### src/rtl/serial_adder_5b_pkg.sv
// ---------------------------------------------------------------------------
// serial_adder_5b_pkg
// Shared definitions for the bit-serial adder: FSM state encoding and the
// default operand width.
// ---------------------------------------------------------------------------
package serial_adder_5b_pkg;

    localparam int DEFAULT_WIDTH = 5;
    localparam int DEFAULT_CNT_W = 3;

    typedef enum logic [1:0] {
        IDLE  = 2'd0,
        SHIFT = 2'd1,
        DONE  = 2'd2
    } state_t;

endpackage : serial_adder_5b_pkg

### src/rtl/serial_adder_5b_if.sv
// ---------------------------------------------------------------------------
// serial_adder_5b_if
// Operand/result handshake bundle for the bit-serial adder.
//   in_valid / in_ready   : operand handshake (producer -> adder)
//   in_a, in_b, in_c      : operands and carry-in
//   out_valid / out_ready : result handshake (adder -> consumer)
//   out_s, out_c          : sum and carry-out
// modport master : the side that supplies operands and consumes results
// modport slave  : the adder itself
// ---------------------------------------------------------------------------
interface serial_adder_5b_if #(
    parameter int WIDTH = serial_adder_5b_pkg::DEFAULT_WIDTH
);
    logic             in_valid;
    logic             in_ready;
    logic [WIDTH-1:0] in_a;
    logic [WIDTH-1:0] in_b;
    logic             in_c;
    logic             out_valid;
    logic             out_ready;
    logic [WIDTH-1:0] out_s;
    logic             out_c;

    modport master (
        output in_valid, in_a, in_b, in_c, out_ready,
        input  in_ready, out_valid, out_s, out_c
    );

    modport slave (
        input  in_valid, in_a, in_b, in_c, out_ready,
        output in_ready, out_valid, out_s, out_c
    );
endinterface : serial_adder_5b_if

### src/rtl/serial_adder_5b_full_adder.sv
// ---------------------------------------------------------------------------
// full_adder
// One-bit combinational full adder; the single arithmetic cell that the
// serial adder reuses on every SHIFT cycle.
//   in_a, in_b, in_c : addend bits and carry-in
//   out_s            : sum bit
//   out_c            : carry-out (majority of the three inputs)
// ---------------------------------------------------------------------------
module full_adder (
    input  logic in_a,
    input  logic in_b,
    input  logic in_c,
    output logic out_s,
    output logic out_c
);
    assign out_s = in_a ^ in_b ^ in_c;
    assign out_c = (in_a & in_b) | (in_a & in_c) | (in_b & in_c);
endmodule : full_adder

### src/rtl/serial_adder_5b.sv
// ---------------------------------------------------------------------------
// serial_adder_5b
// Bit-serial handshaked adder: accepts {in_a, in_b, in_c}, adds LSB-first
// through one full_adder over WIDTH cycles and presents {out_c, out_s} =
// in_a + in_b + in_c until the consumer takes it.
//   clk     : system clock, rising edge
//   reset_n : asynchronous active-low reset
//   bus     : operand/result handshake (serial_adder_5b_if.slave)
//   busy    : high while an operation is in SHIFT or DONE
// ---------------------------------------------------------------------------
module serial_adder_5b
    import serial_adder_5b_pkg::*;
#(
    parameter int WIDTH = DEFAULT_WIDTH,  // >= 1
    parameter int CNT_W = DEFAULT_CNT_W   // 2**CNT_W > WIDTH
) (
    input  logic                clk,
    input  logic                reset_n,
    serial_adder_5b_if.slave    bus,
    output logic                busy
);

    state_t             r_state;
    logic [CNT_W-1:0]   r_cnt;
    logic [WIDTH-1:0]   r_a_sh;
    logic [WIDTH-1:0]   r_b_sh;
    logic [WIDTH-1:0]   r_sum_sh;
    logic               r_carry;

    logic               w_s;
    logic               w_co;
    logic               w_last;

    full_adder u_full_adder (
        .in_a  (r_a_sh[0]),
        .in_b  (r_b_sh[0]),
        .in_c  (r_carry),
        .out_s (w_s),
        .out_c (w_co)
    );

    assign w_last = (r_cnt == CNT_W'(WIDTH - 1));

    // NOTE: sequential state uses non-blocking assignments so every register
    // samples the pre-edge values; the adder cell reads r_carry/r_a_sh[0]
    // while the same edge updates them.
    always_ff @(posedge clk or negedge reset_n) begin
        if (!reset_n) begin
            // NOTE: the datapath registers are reset too, so a reset during an
            // operation leaves out_s/out_c at zero rather than a partial sum.
            r_state  <= IDLE;
            r_cnt    <= '0;
            r_a_sh   <= '0;
            r_b_sh   <= '0;
            r_sum_sh <= '0;
            r_carry  <= 1'b0;
        end else begin
            case (r_state)
                IDLE: begin
                    if (bus.in_valid) begin
                        r_a_sh   <= bus.in_a;
                        r_b_sh   <= bus.in_b;
                        r_carry  <= bus.in_c;
                        r_sum_sh <= '0;
                        r_cnt    <= '0;
                        r_state  <= SHIFT;
                    end
                end
                SHIFT: begin
                    r_carry  <= w_co;
                    r_a_sh   <= r_a_sh >> 1;
                    r_b_sh   <= r_b_sh >> 1;
                    // New sum bit enters at the MSB; after WIDTH shifts the
                    // first (LSB) result bit has reached position 0.
                    r_sum_sh <= (r_sum_sh >> 1) | (WIDTH'(w_s) << (WIDTH - 1));
                    r_cnt    <= r_cnt + CNT_W'(1);
                    if (w_last) begin
                        r_state <= DONE;
                    end
                end
                DONE: begin
                    if (bus.out_ready) begin
                        r_state <= IDLE;
                    end
                end
                default: r_state <= IDLE;
            endcase
        end
    end

    // Handshake flags decode straight from the registered state.
    assign bus.in_ready  = (r_state == IDLE);
    assign bus.out_valid = (r_state == DONE);
    assign busy          = (r_state != IDLE);
    assign bus.out_s     = r_sum_sh;
    assign bus.out_c     = r_carry;

endmodule : serial_adder_5b
### src/flat_wrapper.sv
// flat-port wrapper written by rule: the top's interface ports become plain ports
module serial_adder_5b_flat import serial_adder_5b_pkg::*;
#(
    parameter int WIDTH = DEFAULT_WIDTH,         
    parameter int CNT_W = DEFAULT_CNT_W                      
)
  (clk, reset_n, busy, bus_in_valid, bus_in_a, bus_in_b, bus_in_c, bus_out_ready, bus_in_ready, bus_out_valid, bus_out_s, bus_out_c);
  serial_adder_5b_if #(.WIDTH(WIDTH)) bus_i ();
  input  logic clk;
  input  logic reset_n;
  output logic busy;
  input wire logic [$bits(bus_i.in_valid)-1:0] bus_in_valid;
  input wire logic [$bits(bus_i.in_a)-1:0] bus_in_a;
  input wire logic [$bits(bus_i.in_b)-1:0] bus_in_b;
  input wire logic [$bits(bus_i.in_c)-1:0] bus_in_c;
  input wire logic [$bits(bus_i.out_ready)-1:0] bus_out_ready;
  output wire logic [$bits(bus_i.in_ready)-1:0] bus_in_ready;
  output wire logic [$bits(bus_i.out_valid)-1:0] bus_out_valid;
  output wire logic [$bits(bus_i.out_s)-1:0] bus_out_s;
  output wire logic [$bits(bus_i.out_c)-1:0] bus_out_c;
  assign bus_i.in_valid = bus_in_valid;
  assign bus_i.in_a = bus_in_a;
  assign bus_i.in_b = bus_in_b;
  assign bus_i.in_c = bus_in_c;
  assign bus_i.out_ready = bus_out_ready;
  assign bus_in_ready = bus_i.in_ready;
  assign bus_out_valid = bus_i.out_valid;
  assign bus_out_s = bus_i.out_s;
  assign bus_out_c = bus_i.out_c;
  serial_adder_5b #(.WIDTH(WIDTH), .CNT_W(CNT_W)) u_core (.clk(clk), .reset_n(reset_n), .bus(bus_i), .busy(busy));
endmodule
### config.mk
export PLATFORM = sky130hd
export DESIGN_NAME = serial_adder_5b_flat
export DESIGN_NICKNAME = d
export VERILOG_FILES = /design/src/rtl/serial_adder_5b_pkg.sv /design/src/rtl/serial_adder_5b_if.sv /design/src/rtl/serial_adder_5b_full_adder.sv /design/src/rtl/serial_adder_5b.sv /design/src/flat_wrapper.sv
export SDC_FILE = /design/constraint.sdc
export NUM_CORES = 1
export LEC_CHECK = 0
export CAP_MARGIN = 40
export CORE_UTILIZATION = 47
export DETAILED_ROUTE_END_ITERATION = 16
export PLACE_DENSITY_LB_ADDON = 0.12
export SETUP_SLACK_MARGIN = 0.02
export SYNTH_ARGS = -nofsm -noshare
export SYNTH_HDL_FRONTEND = slang
export SYNTH_HIERARCHICAL = 1
export SYNTH_SLANG_ARGS = --single-unit
### constraint.sdc
create_clock -name clk -period 1.4 [get_ports clk]
set_input_delay 0.28 -clock clk [delete_from_list [all_inputs] [get_ports clk]]
set_output_delay 0.28 -clock clk [all_outputs]
set_load 0.03 [all_outputs]
# ---- After elaboration in Yosys (flattened, before gate mapping)
# Index checks and enable logic that the tools add are counted.
dict set report totals {
  register_bits 21
  out_inout_bits 9
}
dict set report op_classes {
  addsub 1
  n_eq_ne 6
  muxes 14
  bitwise 8
  n_reduce_logical 5
}
# op count
set op_table {}
lappend op_table {{5-bit case mux with 2 select lines} 3}
lappend op_table {{5-bit 2-to-1 mux} 3}
lappend op_table {{2-bit 2-to-1 mux} 3}
lappend op_table {{2-bit case mux with 3 select lines} 1}
lappend op_table {{3-bit case mux with 2 select lines} 1}
lappend op_table {{4-bit by 5-bit bitwise OR with 5-bit output} 1}
lappend op_table {{2-bit != test (second input constant)} 2}
lappend op_table {{2-bit nonzero test} 2}
lappend op_table {{3-bit by 1-bit adder with 3-bit output (second input constant)} 1}
lappend op_table {{1-bit AND} 3}
lappend op_table {{3-bit == test (second input constant)} 1}
lappend op_table {{3-bit 2-to-1 mux} 1}
lappend op_table {{3-bit AND reduction} 1}
lappend op_table {{2-bit by 1-bit == test with 1-bit output (second input constant)} 1}
lappend op_table {{2-bit == test (second input constant)} 1}
lappend op_table {{2-bit logical NOT} 1}
lappend op_table {{2-bit by 1-bit != test with 1-bit output (second input constant)} 1}
lappend op_table {{1-bit bitwise OR} 2}
lappend op_table {{1-bit case mux with 2 select lines} 1}
lappend op_table {{2-bit AND reduction} 1}
lappend op_table {{1-bit XOR} 2}
lappend op_table {{1-bit 2-to-1 mux} 1}

# ---- Logic depth before layout (Yosys ltp)
# Gate-level depths: netlist of the first run.
dict set report logic_depth {
  word_depth 4
  depth_mapped 5
}

# ---- Hierarchy
# The synthesis of the first run kept the hierarchy.
# mod instances cells_per_inst area_per_inst_um2
set by_module_without_submodules {}
lappend by_module_without_submodules {serial_adder_5b 1 85 934.6}
lappend by_module_without_submodules {full_adder 1 1 20.0}

# ---- Worst setup path after synthesis of the first run
# Ideal clock, no wire load.
dict set report synth_path {
  path_type {flip-flop to output port}
  startpoint {register u_core.r_state[0]}
  endpoint {output port busy}
  t_arrival_ns 1.406
  path_slack_ns -0.286
  path_stages_with_launch 4
  n_path_buf 1
  path_cell_list {dfrtp_1 clkbuf_2 nor2_1 inv_1}
}
dict set report synth_via {
  elab_chain_cells 1
}
# element line_no
set synth_rtl {}
lappend synth_rtl {{start: declaration} serial_adder_5b.sv:23} ;# state_t r_state;
lappend synth_rtl {{start signal: assignment} serial_adder_5b.sv:51} ;# r_state <= IDLE;
lappend synth_rtl {{start signal: assignment} serial_adder_5b.sv:66} ;# r_state <= SHIFT;
lappend synth_rtl {{start signal: assignment} serial_adder_5b.sv:78} ;# r_state <= DONE;
lappend synth_rtl {{2-bit nonzero test} serial_adder_5b.sv:94} ;# assign busy = (r_state != IDLE);
lappend synth_rtl {{end: declaration} flat_wrapper.sv:11} ;# output logic busy;
# Every way passes these cells.

# ---- Worst setup path in the final report of the first run
dict set report layout_path {
  startpoint {register u_core.r_state[1]}
  endpoint {output port busy}
}
# Same word-level chain as after synthesis.

==> results of run 1 <==
cell usage in the layout, fill, tap and decap left out, drive strengths merged, types with 3 or more instances in the layout:
| master | count |
|---|---|
| dfrtp | 21 |
| buf | 16 |
| clkdlybuf4s50 | 14 |
| o22ai | 14 |
| a21oi | 8 |
| inv | 8 |
| clkbuf | 7 |
| a22o | 6 |
| nor2 | 5 |
| nand2b | 3 |
| a32o | 3 |
layer usage:
layer,global-route usage,share of wire
met5,0,0
met4,0.1257,0.031
met3,0.03462,0.033
met2,0.3722,0.51
met1,0.2889,0.42
state kept, by name (all words and copies together), names as in the netlist:
signal,flops
u_core/bus.out_c,1
u_core/bus.out_s,5
u_core/r_a_sh,5
u_core/r_b_sh,5
u_core/r_cnt,3
u_core/r_state,2
critical path: stages, from the launching register on:
cell	delay, ns
dfrtp_2	0.47
nor2_4	0.16
inv_2	0.04
buf_6	0.13
synth_stat cells:
master,instances,area (um^2)
a32o_1,3,30.03
mux2i_1,1,10.01
dfrtp_1,21,525.5
nand2b_1,3,18.77
fa_1,1,20.02
o22ai_1,14,87.58
nor2_1,4,15.01
inv_1,7,26.28
buf_2,1,5.000
o21bai_2,1,11.26
clkbuf_1,1,3.750
o32ai_1,1,8.760
o21ai_0,2,10.01
nor2_2,1,6.260
inv_2,1,3.750
ha_1,2,25.02
clkbuf_2,1,5.000
buf_4,2,15.01
nand2_1,2,7.510
a221oi_2,1,15.01
a31oi_1,1,6.260
a22o_1,6,52.55
nor2b_1,1,6.260
a21oi_1,8,40.04
power by group:
| part | switching [mW] | internal [mW] | total [mW] |
|---|---|---|---|
| logic | 0.845 | 0.730 | 1.57 |
| clock network | 0.194 | 0.107 | 0.301 |
| registers | 0.244 | 0.889 | 1.13 |
cells by family (layout without fill, tap and decap cells):
family | Yosys count | count (layout) | share of synthesized area
fa+ha+maj | 3 | 3 | 0.04718
simple gates | 11 | 11 | 0.05637
mux | 1 | 1 | 0.01049
compound gates | 37 | 37 | 0.2739
buf+inv | 13 | 48 | 0.06158
flops | 21 | 21 | 0.5505
worst paths after layout:
check | to | depth (start not counted) | from
worst max register to register | u_core/r_a_sh[3]$_DFFE_PN0P_ | 5 | u_core/r_state[1]$_DFFE_PN0P_
min in group clk | u_core/bus.out_s[0]$_DFFE_PN0P_ | 1 | u_core/bus.out_s[0]$_DFFE_PN0P_
worst min register to register | u_core/bus.out_s[0]$_DFFE_PN0P_ | 1 | u_core/bus.out_s[0]$_DFFE_PN0P_
max in group asynchronous | u_core/r_state[0]$_DFFE_PN0P_ | 2 | reset_n
worst max-delay path | busy | 3 | u_core/r_state[1]$_DFFE_PN0P_
worst min-delay path | u_core/bus.out_s[1]$_DFFE_PN0P_ | 2 | reset_n
what timing repair did:
item | 4_1_cts | 5_1_grt
pin swaps | 1 | 1
resized for setup | 16 | 10
setup endpoints to repair | 9 | 22
gates cloned | 0 | 0
setup buffers | 5 | 2
hold endpoints to repair | 0 | 0
cell type report:
cell class                      count  area [um^2]  area share
Sequential cell                    21        528.0      0.3996
Multi-Input combinational cell     52        392.9      0.2973
Timing Repair Buffer               36        311.5      0.2358
Tap cell                           25        31.28     0.02367
Inverter                            8        30.03     0.02273
Clock buffer                        3        22.52     0.01705
Clock inverter                      1        5.005    0.003788
per-stage QoR:
| step | util | total power [mW] | cell area, um^2 | setup TNS, ns |
|---|---|---|---|---|
| 2_1_floorplan | - | 2.129 | 962.2 | 0 |
| 3_3_place_gp | 0.6770 | 2.546 | 1232 | -0.9598 |
| 3_5_place_dp | 0.6770 | 2.600 | 1232 | -1.209 |
| 4_1_cts | 0.7182 | 2.977 | 1308 | 0 |
| 5_1_grt | 0.7258 | 3.225 | 1321 | -0.05334 |
| 6_report | 0.7258 | 3.009 | 1321 | 0 |
==> summary.md, run 1 <==
| Metric | Value |
|---|---|
| Share of cells above drive strength 1 | `0.2810` |
| Seq/Total Area, Yosys | `0.5505` |
| Final Max Tran Viols | `0` |
| Crit start category | `flop` |
| Mean Syn Cell Area | `11.10 um^2` |
| Clock latency on the worst-skew pair | `0.31 ns` |
| Post-synth net total | `104` |
| First-pass GRT wire length | `3.394 mm` |
| Setup ws final | `0.01206 ns` |
| Outcome | `finished, final reports clean` |
| Crit path capture type | `output port` |
| Worst IR Drop VDD | `1.459 mV` |
| Final period demand of the worst path | `1.388 ns` |
| Cells after Synth | `86` |
| Clock Pin Slew Worst Setup and Hold Paths | `0.12 ns` |
| Detailed Place HPWL | `1.383 mm` |
| WP data required | `1.12 ns` |
| Clock tree from TritonCTS | `built` |
| Vias per Instance | `5.596` |
| Final setup fails | `0` |
| Lkg Pwr | `0.5906 nW` |
| Clock Sinks | `21` |
| Largest net degree at the start of global routing | `22` |
| Fillers | `140` |
| Residual DRC count | `0` |
| Area Growth Syn to Fin | `38.40%` |
| Clock skew | `0.004338 ns` |
| Starting DRT DRC Count | `15` |
| Drt wl/cell | `14.36 um` |
| Fmax | `0.7205 GHz` |
| Slew @ Worst Pin | `0.3460 ns` |
| CTS H-tree depth | `1` |
| CTS buffer count | `3` |
| CP Class | `flop to output port` |
| Max-slew headroom | `0.7687` |
| DRT Wirelength | `2.097 mm` |
| Vias in the first global route | `765` |
| Crit share post-route | `0.9914` |
| Final hold viol count | `0` |
| Total GRT Usage | `0.2274` |
| Top Ports | `24` |
| Post-CTS Hold Fix Bufs | `0` |
| Synth Cell Area | `954.7 um^2` |
| Critical Path AT | `1.11 ns` |
| CTS Buffer Depth | `2` |
| DIE AREA | `2216 um^2` |
| DRT Pass-1 Iters | `4` |
| Max-Cap Viols | `0` |
| Cell total after placement | `135` |
| Hold Slack | `0.3022 ns` |
| PwrDens | `2278 nW/um^2` |
| Worst-path fanout max | `4` |
| Fin cells | `146` |
| Port Buf Inserts | `23` |
| Row count | `15` |
| Via count | `817` |
| Synth cell types | `24` |
| Worst hold path type | `input port to async pin` |
| Post-Place Worst Slack | `-0.1104 ns` |
| Clock root cell | `clkbuf_4` |
| GR Overflow Total | `0` |
| Synthesized flop and latch total | `21` |
| ANT nets after route | `0` |
| R2r setup slk | `0.09 ns` |
| Unrepaired setup endpoints after global routing | `true` |
| N_diodes | `0` |
| Core Region | `1821 um^2` |
| Nets | `140` |
| Die width | `47.07 um` |
| Initial Utilization | `0.5244` |
| GPL Wtd Cong | `0.7242` |
| Die height | `47.07 um` |
| Synth warnings | `6` |
| Initial antenna violation count | `0` |
Note: power is estimated with default switching activity, not from simulation.
==> run 2: changes to the inputs <==
--- a/config.mk
+++ b/config.mk
@@ -9,6 +9,7 @@
 export CORE_UTILIZATION = 47
 export DETAILED_ROUTE_END_ITERATION = 16
 export PLACE_DENSITY_LB_ADDON = 0.12
+export REMOVE_ABC_BUFFERS = 1
 export SETUP_SLACK_MARGIN = 0.02
 export SYNTH_ARGS = -nofsm -noshare
 export SYNTH_HDL_FRONTEND = slang
==> summary.md, run 2 (synthesis gave the netlist of run 1 again) <==
| Metric | Value |
|---|---|
| Outcome | `finished, final reports clean` |
| Share of cells above drive strength 1 | `0.2705` |
| R2r setup slk | `0.07 ns` |
| Initial Utilization | `0.5244` |
| Fmax | `0.7316 GHz` |
| Reg2reg end | `u_core/r_a_sh[2]$_DFFE_PN0P_` |
| Slew @ Worst Pin | `0.3105 ns` |
| CTS Buffer Depth | `2` |
| Drt wl/cell | `14.95 um` |
| Unrepaired setup endpoints after global routing | `true` |
| N_diodes | `0` |
| Worst hold path type | `input port to async pin` |
| ANT nets after route | `0` |
| Residual DRC count | `0` |
| CTS buffer count | `3` |
| DRT Pass-1 Iters | `4` |
| Port Buf Inserts | `23` |
| DIE AREA | `2216 um^2` |
| Via count | `849` |
| Placed Area | `1265 um^2` |
| Largest net degree at the start of global routing | `22` |
| Final Max Tran Viols | `0` |
| PwrDens | `2315 nW/um^2` |
| GR Overflow Total | `0` |
| Clock skew | `0.003977 ns` |
| Worst-path fanout max | `2` |
| Vias in the first global route | `819` |
| Launching point of the worst reg2reg path | `u_core/r_state[1]$_DFFE_PN0P_` |
| Top Ports | `24` |
| First-pass GRT wire length | `3.594 mm` |
| Final instance area | `1338 um^2` |
| Nets | `141` |
| CTS H-tree depth | `1` |
| Max-slew headroom | `0.7927` |
| Total GRT Usage | `0.2371` |
| Crit start category | `flop` |
| DRT Wirelength | `2.198 mm` |
| Final period demand of the worst path | `1.367 ns` |
| CP Class | `flop to output port` |
| Setup Total Neg Slack | `0 ns` |
| Crit share post-route | `0.9764` |
| Clock Pin Slew Worst Setup and Hold Paths | `0.11 ns` |
| Worst IR Drop VDD | `1.806 mV` |
| Initial antenna violation count | `0` |
| Area Growth Syn to Fin | `40.10%` |
| Final setup fails | `0` |
| Critical Path AT | `1.09 ns` |
| Clock tree from TritonCTS | `built` |
| GPL Wtd Cong | `0.7408` |
| Row count | `15` |
| Die width | `47.07 um` |
| Starting DRT DRC Count | `20` |
| Core Region | `1821 um^2` |
| Final hold viol count | `0` |
| Lkg Pwr | `0.6007 nW` |
| Most frequent cells in the layout | `21 x dfrtp_1, 14 x clkdlybuf4s50_1, 14 x o22ai_1` |
| Crit path capture type | `output port` |
| Clock Sinks | `21` |
| Max-Cap Viols | `0` |
| Detailed Place HPWL | `1.544 mm` |
| Clock root cell | `clkbuf_4` |
| Vias per Instance | `5.776` |
| Most common cell after layout, fill and taps aside | `dfrtp_1` |
| WP data required | `1.12 ns` |
| Clock latency on the worst-skew pair | `0.30 ns` |
| Die height | `47.07 um` |
| R2r worst-path depth | `5` |
[run 2: cell count changes in the layout (fill, tap and decap cells not counted), sizes merged]
cell | before | now
buf | 16 | 17
clkdlybuf4s15 | 2 | 1
dlygate4sd2 | 0 | 1
[run 2: worst max-delay path, stage by stage (launching register included)]
cell,delay (ns)
dfrtp_1,0.42
buf_6,0.13
nor2_4,0.11
buf_6,0.13
[run 2: per-stage QoR]
stage	power, mW	util	cells	hold slack (ns)	setup slack (ns)
3_3_place_gp	2.629	0.6948	140	0.4845	-0.01843
4_1_cts	3.094	0.7416	148	0.2995	-0.05877
3_5_place_dp	2.705	0.6948	140	0.4916	-0.04149
5_1_grt	3.341	0.7347	147	0.3110	-0.06214
2_1_floorplan	2.050	-	81	-0.01559	-0.2406
6_report	3.097	0.7347	147	0.3059	0.03308
[run 2: area by class of cell]
class,count,area [um^2]
clock buffers,3,22.52
clock inverters,1,5.005
fillers,143,483.0
inverters,8,30.03
multi-input cells,52,390.4
flip-flops and latches,21,525.5
well taps,25,31.28
repair buffers,37,332.8
[run 2: worst max path at each step]
stage               endpoint                     startpoint  cells past startpoint  slack (ns)
2_1_floorplan           busy  u_core/r_state[0]$_DFFE_PN0P_                      2       -0.24
3_3_place_gp            busy  u_core/r_state[0]$_DFFE_PN0P_                      3       -0.02
3_5_place_dp            busy  u_core/r_state[0]$_DFFE_PN0P_                      3       -0.04
4_1_cts        bus_out_valid  u_core/r_state[0]$_DFFE_PN0P_                      4       -0.06
5_1_grt         bus_in_ready  u_core/r_state[0]$_DFFE_PN0P_                      3       -0.06
6_report       bus_out_valid  u_core/r_state[0]$_DFFE_PN0P_                      3        0.03
[run 2: metal layers]
metal  GRT usage  part of all wire
met1      0.3086              0.44
met2      0.3972              0.52
met3     0.03462             0.036
met4     0.09714            0.0055
met5           0                 0
[run 2: power breakdown]
| group | total (mW) | internal [mW] | switching (mW) | leakage (nW) |
|---|---|---|---|---|
| clock network | 0.280 | 0.106 | 0.174 | 0.0177 |
| registers | 1.10 | 0.885 | 0.212 | 0.256 |
| logic | 1.72 | 0.802 | 0.918 | 0.327 |
| total | 3.10 | 1.79 | 1.30 | 0.601 |
[run 2: timing repair]
item / 4_1_cts / 5_1_grt
setup endpoints to repair: 9 / 21
hold buffers: 0 / 0
gates cloned: 0 / 0
pin swaps: 2 / 2
gates resized for setup: 22 / 15
buffers inserted: 4 / 1
==> run 3: changes to the inputs <==
--- a/config.mk
+++ b/config.mk
@@ -5,12 +5,14 @@
 export SDC_FILE = /design/constraint.sdc
 export NUM_CORES = 1
 export LEC_CHECK = 0
+export ABC_AREA = 1
 export CAP_MARGIN = 40
-export CORE_UTILIZATION = 47
+export CORE_UTILIZATION = 48
 export DETAILED_ROUTE_END_ITERATION = 16
 export PLACE_DENSITY_LB_ADDON = 0.12
 export REMOVE_ABC_BUFFERS = 1
 export SETUP_SLACK_MARGIN = 0.02
+export SKIP_LAST_GASP = 1
 export SYNTH_ARGS = -nofsm -noshare
 export SYNTH_HDL_FRONTEND = slang
 export SYNTH_HIERARCHICAL = 1
==> summary.md, run 3 <==
| Metric | Value |
|---|---|
| Setup Total Neg Slack | `0 ns` |
| Clock skew | `0.006726 ns` |
| Worst-path fanout max | `4` |
| R2r worst-path depth | `6` |
| CTS buffer count | `3` |
| Clock latency on the worst-skew pair | `0.30 ns` |
| Unrepaired setup endpoints after global routing | `true` |
| Crit path capture type | `output port` |
| Die height | `48.12 um` |
| Drt wl/cell | `11.15 um` |
| Final Core Density | `0.6951` |
| Die width | `48.12 um` |
| ANT nets after route | `0` |
| Total GRT Usage | `0.2091` |
| Final period demand of the worst path | `1.364 ns` |
| GR Overflow Total | `0` |
| Most frequent cell after synthesis | `nand2_1` |
| Mean Syn Cell Area | `7.563 um^2` |
| Initial antenna violation count | `0` |
| Number of enable flip-flop cells after synthesis | `0` |
| First-pass GRT wire length | `3.229 mm` |
| Post-CTS Hold Fix Bufs | `0` |
| CTS H-tree depth | `1` |
| Lkg Pwr | `0.7763 nW` |
| Top-area cell type share of the netlist area | `0.5147` |
| Initial Utilization | `0.5152` |
| Setup ws final | `0.03606 ns` |
| Row count | `16` |
| Vias in the first global route | `738` |
| Final instance area | `1378 um^2` |
| Most common cell after layout, fill and taps aside | `nand2_1` |
| Synthesized flop and latch total | `21` |
| Leading area contributor after synthesis | `dfrtp_1` |
| Final setup fails | `0` |
| Asr flop ratio synth | `1.000` |
| Residual DRC count | `0` |
| Largest net degree at the start of global routing | `22` |
| Crit start category | `flop` |
| Cells after Synth | `135` |
| DRT Pass-1 Iters | `4` |
| Core Region | `1982 um^2` |
| Synth warnings | `6` |
| Post-synth top cells | `57 x nand2_1, 25 x inv_1, 21 x dfrtp_1` |
| Synth cell types | `12` |
| WP data required | `1.12 ns` |
| Nets | `190` |
| DRT Wirelength | `2.207 mm` |
| Via count | `918` |
| Max-slew headroom | `0.7070` |
| Worst IR Drop VDD | `1.325 mV` |
| Critical Path AT | `1.08 ns` |
| Outcome | `finished, final reports clean` |
| Clock Pin Slew Worst Setup and Hold Paths | `0.12 ns` |
| Top post-synthesis cells by area | `dfrtp_1 51%, nand2_1 21%, inv_1 9.2%` |
| Detailed Place HPWL | `1.564 mm` |
| Port Buf Inserts | `23` |
| Clock Sinks | `21` |
| Slew @ Worst Pin | `0.4379 ns` |
| Area Growth Syn to Fin | `34.93%` |
| Clock root cell | `clkbuf_4` |
| CP Class | `flop to output port` |
| DIE AREA | `2316 um^2` |
| Crit share post-route | `0.9742` |
| GPL Wtd Cong | `0.7442` |
| Final hold viol count | `0` |
| Placed Area | `1315 um^2` |
| CTS Buffer Depth | `2` |
| Synth Cell Area | `1021 um^2` |
| N_diodes | `0` |
| Worst hold path type | `input port to async pin` |
| Fmax | `0.7332 GHz` |
| Seq/Total Area, Yosys | `0.5147` |
| Clock tree from TritonCTS | `built` |
| Top Ports | `24` |
| Post-Place Worst Slack | `0.05524 ns` |
| Final Max Tran Viols | `0` |
| Most frequent cells in the layout | `57 x nand2_1, 24 x inv_1, 19 x dfrtp_1` |
| Main synth FF type | `dfrtp_1` |
| Vias per Instance | `4.636` |
| Total Power | `3.040 mW` |
| PwrDens | `2207 nW/um^2` |
| Starting DRT DRC Count | `21` |
| Max-Cap Viols | `0` |
| Share of cells above drive strength 1 | `0.1637` |
[run 3: cell types whose count changed in the layout (fill, tap and decap cells not counted), sizes merged, moves of 3 or more]
cell / delta
a21oi: -8
a22o: -6
a32o: -3
inv: +17
nand2: +55
nand2b: -3
nand3: +11
o21ai: +6
o22ai: -13
[run 3: cell families (layout without fill, tap and decap cells)]
logic type / count (synthesis) / in the layout / synth area share
AOI/OAI and AO/OA: 9 / 9 / 0.04535
adders and majority gates: 3 / 3 / 0.04411
buffers and inverters: 29 / 65 / 0.1140
DFF: 21 / 21 / 0.5147
and+or+nand+nor: 73 / 73 / 0.2819
[run 3: metrics by stage]
stage                     hold WS [ns]  std cells
after detailed placement        0.4642        189
after floorplan               -0.01559        131
after global placement          0.4570        189
after CTS                       0.3161        195
final                           0.3144        198
after global routing            0.3369        198
[run 3: metal layers]
layer  up-vias  routed length, um  track usage
met1       421                952       0.2638
met4         0                 13      0.08333
li1        475                  -            -
met5         -                  0            0
met2        20               1174       0.3595
met3         2                 66      0.03333
[run 3: report_power, final]
group          internal, mW  total [mW]  leakage, nW  switching (mW)
Combinational         0.681        1.66        0.499           0.983
Sequential            0.888        1.09        0.260           0.197
Clock                 0.106       0.290       0.0177           0.184
Total                  1.68        3.04        0.776            1.36
[run 3: timing repair]
| item | in CTS | in global routing |
|---|---|---|
| setup buffers | 2 | 3 |
| pin swaps | 0 | 1 |
| resized for setup | 11 | 12 |
| cloned | 0 | 0 |
| endpoints found under the setup margin | 9 | 9 |
[run 3: critical path, stage by stage, from the launching register on]
cell and delay, ns:
dfrtp_2 0.46, nor2_4 0.14, inv_1 0.06, buf_6 0.13
[run 3: cell type report]
cell class	instances	area [um^2]
repair buffers	36	307.8
clock inverters	1	5.005
flip-flops and latches	21	528.0
fillers	164	604.3
inverters	25	93.84
multi-input cells	85	386.6
clock buffers	3	22.52
well taps	27	33.78
[run 3: path summary, 6_finish.rpt]
| check | start | end | slack [ns] |
|---|---|---|---|
| setup reg to reg | u_core/r_state[0]$_DFFE_PN0P_ | u_core/r_b_sh[4]$_DFFE_PN0P_ | 0.08 |
| min in group clk | u_core/bus.out_s[0]$_DFFE_PN0P_ | u_core/bus.out_s[0]$_DFFE_PN0P_ | 0.49 |
| hold / removal | reset_n | u_core/r_a_sh[0]$_DFFE_PN0P_ | 0.31 |
| max in group asynchronous | reset_n | u_core/r_state[0]$_DFFE_PN0P_ | 0.85 |
| setup / recovery | u_core/r_state[1]$_DFFE_PN0P_ | busy | 0.04 |
| hold reg to reg | u_core/bus.out_s[0]$_DFFE_PN0P_ | u_core/bus.out_s[0]$_DFFE_PN0P_ | 0.49 |
